`config.mk`:
```
export PLATFORM = sky130hd
export DESIGN_NAME = l1_mem_arbiter
export DESIGN_NICKNAME = d
export VERILOG_FILES = /design/src/rtl/l1_mem_arbiter.sv
export SDC_FILE = /design/constraint.sdc
export NUM_CORES = 1
export LEC_CHECK = 0
export CAP_MARGIN = 5
export CORE_AREA = 2 2 122 124
export CTS_BUF_LIST = sky130_fd_sc_hd__clkbuf_8
export DETAILED_ROUTE_END_ITERATION = 8
export DIE_AREA = 0 0 124 126
export HOLD_SLACK_MARGIN = 0.03
export PLACE_DENSITY_LB_ADDON = 0.2
export SLEW_MARGIN = 0
export SYNTH_ARGS = -nofsm -noshare
export SYNTH_HDL_FRONTEND = slang
export SYNTH_SLANG_ARGS = --single-unit
```
`constraint.sdc`:
```
create_clock -name clk -period 3.75 [get_ports clk]
set_clock_uncertainty 0.05 [all_clocks]
set_input_delay 0.75 -clock clk [delete_from_list [all_inputs] [get_ports clk]]
set_output_delay 0.75 -clock clk [all_outputs]
set_load 0.02 [all_outputs]
```
`src/rtl/l1_mem_arbiter.sv`:
```
// Two-way arbiter sharing one CPU-wrapper memory port between the I-cache and D-cache.
// Simultaneous requests go to the D-cache unless L1ARB_ROUND_ROBIN_EN is defined (round robin).
module l1_mem_arbiter #(
  parameter int unsigned DATA_W = 32,
  parameter int unsigned TYPE_W = 3
) (
  input  logic              clk,
  input  logic              rst,
  // I-cache side
  input  logic              i_req,
  input  logic              i_write,
  input  logic [DATA_W-1:0] i_addr,
  input  logic [DATA_W-1:0] i_in,
  input  logic [TYPE_W-1:0] i_type,
  output logic [DATA_W-1:0] i_out,
  output logic              i_wait,
  // D-cache side
  input  logic              d_req,
  input  logic              d_write,
  input  logic [DATA_W-1:0] d_addr,
  input  logic [DATA_W-1:0] d_in,
  input  logic [TYPE_W-1:0] d_type,
  output logic [DATA_W-1:0] d_out,
  output logic              d_wait,
  // Shared memory port
  output logic              mem_req,
  output logic              mem_write,
  output logic [DATA_W-1:0] mem_addr,
  output logic [DATA_W-1:0] mem_in,
  output logic [TYPE_W-1:0] mem_type,
  input  logic [DATA_W-1:0] mem_out,
  input  logic              mem_wait,
  // Current owner
  output logic              grant_i,
  output logic              grant_d
);

  typedef enum logic [1:0] {StIdle, StGntI, StGntD} state_e;

  state_e state_q, state_d;
  state_e both_pick;

  always_ff @(posedge clk or posedge rst) begin
    if (rst) begin
      state_q <= StIdle;
    end else begin
      state_q <= state_d;
    end
  end

`ifdef L1ARB_ROUND_ROBIN_EN
  // High when the D-cache was the most recently completed requester.
  logic last_d_q, last_d_d;

  always_ff @(posedge clk or posedge rst) begin
    if (rst) begin
      last_d_q <= 1'b1;
    end else begin
      last_d_q <= last_d_d;
    end
  end

  always_comb begin
    last_d_d = last_d_q;
    if (!mem_wait) begin
      if (state_q == StGntI) begin
        last_d_d = 1'b0;
      end else if (state_q == StGntD) begin
        last_d_d = 1'b1;
      end
    end
  end

  assign both_pick = last_d_q ? StGntI : StGntD;
`else
  assign both_pick = StGntD;
`endif

  // Next state: the served requester's req is ignored at completion so the other side
  // gets the port without an idle gap.
  always_comb begin
    state_d = state_q;
    unique case (state_q)
      StIdle: begin
        if (i_req && d_req) begin
          state_d = both_pick;
        end else if (i_req) begin
          state_d = StGntI;
        end else if (d_req) begin
          state_d = StGntD;
        end
      end
      StGntI: begin
        if (!mem_wait) begin
          state_d = d_req ? StGntD : StIdle;
        end
      end
      StGntD: begin
        if (!mem_wait) begin
          state_d = i_req ? StGntI : StIdle;
        end
      end
      default: state_d = StIdle;
    endcase
  end

  always_comb begin
    grant_i   = 1'b0;
    grant_d   = 1'b0;
    mem_req   = 1'b0;
    mem_write = 1'b0;
    mem_addr  = '0;
    mem_in    = '0;
    mem_type  = '0;
    unique case (state_q)
      StGntI: begin
        grant_i   = 1'b1;
        mem_req   = 1'b1;
        mem_write = i_write;
        mem_addr  = i_addr;
        mem_in    = i_in;
        mem_type  = i_type;
      end
      StGntD: begin
        grant_d   = 1'b1;
        mem_req   = 1'b1;
        mem_write = d_write;
        mem_addr  = d_addr;
        mem_in    = d_in;
        mem_type  = d_type;
      end
      default: ;
    endcase
  end

  // A requester without the grant simply stalls on its own request.
  always_comb begin
    i_wait = grant_i ? mem_wait : i_req;
    i_out  = grant_i ? mem_out : '0;
    d_wait = grant_d ? mem_wait : d_req;
    d_out  = grant_d ? mem_out : '0;
  end

endmodule

```
==> metrics.cfg <==
[run_status]
status = finished clean

[timing]
relSlewSlack = 0.5944
setup_viol = 0
finalHoldViolCount = 0
min_period_ns = 3.293
finalCritPeriodShare = 0.8781
fmax_mhz = 303.7
worst-slew-pin-transition_ns = 0.6084
setup_tns_ns = 0
rsz0062_at_grt = no
slew_violations = 0

[setup_path]
reg2reg_depth = 6
cp-end-kind = output pin
slowest_delay_ns = 0.63
worstPathRequired_ns = 2.95
r2r-end = state_q[1]
crit_type = flop to output pin
cpMaxStageDelayCell = clkdlybuf4s50_1
path_buf_inv = 3
cp_top_family = buffers and inverters
path_max_fanout = 53
timing.rr.start = state_q[0]
r2r_setup_slack_ns = 1.75
arrival_ns = 2.49
cp-start-kind = flop
worstPathCellList = inv_1, ha_2, buf_4, a22oi_2, nor2b_1, clkdlybuf4s50_1

[placement]
gp_congestion = 0.8158
place_inst = 723
port_buffers = 309
dpl.hpwl_um = 8567

[detailed_routing]
routedWlPerCell_um = 14.63
detail_route.vias_per_cell = 4.134
drt-total-wl_um = 10620
drc = 0
via_count = 3001
ant_nets = 0
dr.pass1.iters = 4
drt_iter0_drc = 96

[global_routing]
grt_max_degree = 60
antenna_found_initial = 0
grt_pass1_vias = 3055
grt_pass1_wl_um = 15470
track_usage = 0.1232
gr-total-overflow = 0

[finish]
finalNetCount = 723
largest-register = state_q
layout_common_cells = clkdlybuf4s50_1 (309), nor2b_1 (69), and2_1 (64)
area_delta_synth_final_pct = 176.0
final_common_cell = clkdlybuf4s50_1
multiInputGateArea_um2 = 1614
fill_cells = 1479
stdcell_count = 726
diodes = 0
largest_register_ffs = 2
drive_gt1_frac = 0.06642
seqCellArea_um2 = 50.05
largestRegisters = state_q x2

[clocking]
cts-resized-gates = 0
cts_tree = built
clk_pin_slew_ns = 0.03
cts_hold_buf = 0
cts-root-buf = clkbuf_8
h-tree-depth = 1
clk-insertion-delay-late_ns = 0.21
cts.sinks = 2
cts_buffer_depth = 2
cts_made_buffers = 3
cts_setup_buffers = 0

[die]
pin_count = 310
start_util = 0.1298
rows = 44
die_w_um = 124
dieArea_um2 = 15620
die_y_um = 126
core_area_um2 = 14310

[power_and_ir_drop]
power.leakage_nw = 1.731
power.total_mw = 2.733
p_per_area_nw_per_um2 = 532.9
ir_drop_uv = 184.5

[worst_hold_path]
hp-class = flop to flop
min_to = state_q[0]
min_path_cells = 1
hp-start = state_q[0]

[synth]
synth_area_um2 = 1858
syn_nets = 430
synth_edf_count = 0
synth_cell_types = 22
ys.flop_type = dfrtp_1
async_reset_ff_frac = 1.000
synth_seq_cells = 2
ys_seq_area_frac = 0.02694
synth_cells = 251
syn_avg_cell_area_um2 = 7.403
synth_warnings = 0

[job]
cap_violations = 0

==> area by class of cell <==
cell class                 count  share of cell area
clock buffer                   3            0.008051
tap                          184             0.04489
timing repair buffer         317              0.6197
sequential                     2            0.009758
multi-input combinational    216              0.3147
inverter                       4            0.002928
==> power by group <==
group | switching (mW) | internal [mW]
sequential | 0.0125 | 0.0305
combinational | 1.29 | 1.32
clock | 0.0157 | 0.0678
==> worst max path at each step <==
| stage | from | to | slack, ns | cells past startpoint |
|---|---|---|---|---|
| floorplan | state_q[0] | mem_addr[0] | 1.33 | 5 |
| global placement | state_q[0] | mem_addr[1] | 0.67 | 6 |
| detailed placement | state_q[0] | mem_addr[1] | 0.61 | 6 |
| CTS | state_q[0] | mem_addr[1] | 0.40 | 6 |
| global route | state_q[0] | mem_addr[17] | 0.28 | 6 |
| finish | state_q[0] | mem_addr[1] | 0.46 | 6 |
==> cell families (layout without fill, tap and decap cells) <==
group                    after synthesis  in the layout  share of synthesized area
AO/OA/AOI/OAI                         73             73                     0.3481
adder cells (fa/ha/maj)                6              6                    0.04040
buffers and inverters                 33            324                     0.1138
flip-flops                             2              2                    0.02694
multiplexers                           3              3                    0.01953
AND/OR/NAND/NOR                      134            134                     0.4512
==> routing by layer <==
| metal | up-vias | global-route usage | share of wire |
|---|---|---|---|
| met2 | 162 | 0.2544 | 0.53 |
| li1 | 1461 | - | - |
| met5 | - | 0 | 0 |
| met3 | 6 | 0.03714 | 0.12 |
| met4 | 0 | 0.01983 | 0.0069 |
| met1 | 1372 | 0.1172 | 0.34 |
==> synth_stat cells (2+ instances only) <==
cell	n	area, µm²
a22oi_1	48	360.4
a22oi_2	20	250.2
and2_1	64	400.4
buf_12	2	40.04
buf_2	11	55.05
buf_4	2	15.01
buf_6	4	45.04
clkbuf_1	7	26.28
clkbuf_2	3	15.01
dfrtp_1	2	50.05
ha_1	6	75.07
inv_1	4	15.01
nor2b_1	69	431.7
==> per-stage QoR <==
| step | cell area [µm²] | setup slack, ns | util | hold slack, ns |
|---|---|---|---|---|
| finish | 5129 | 0.4572 | 0.3583 | 0.5653 |
| global route | 5129 | 0.2782 | 0.3583 | 0.6065 |
| CTS | 5129 | 0.3988 | 0.3583 | 0.5779 |
| detailed placement | 5087 | 0.6095 | 0.3554 | 0.5714 |
| global placement | 5087 | 0.6743 | 0.3554 | 0.5591 |
| floorplan | 1858 | 1.332 | - | 0.4412 |
Note: power is estimated with default switching activity, not from simulation.
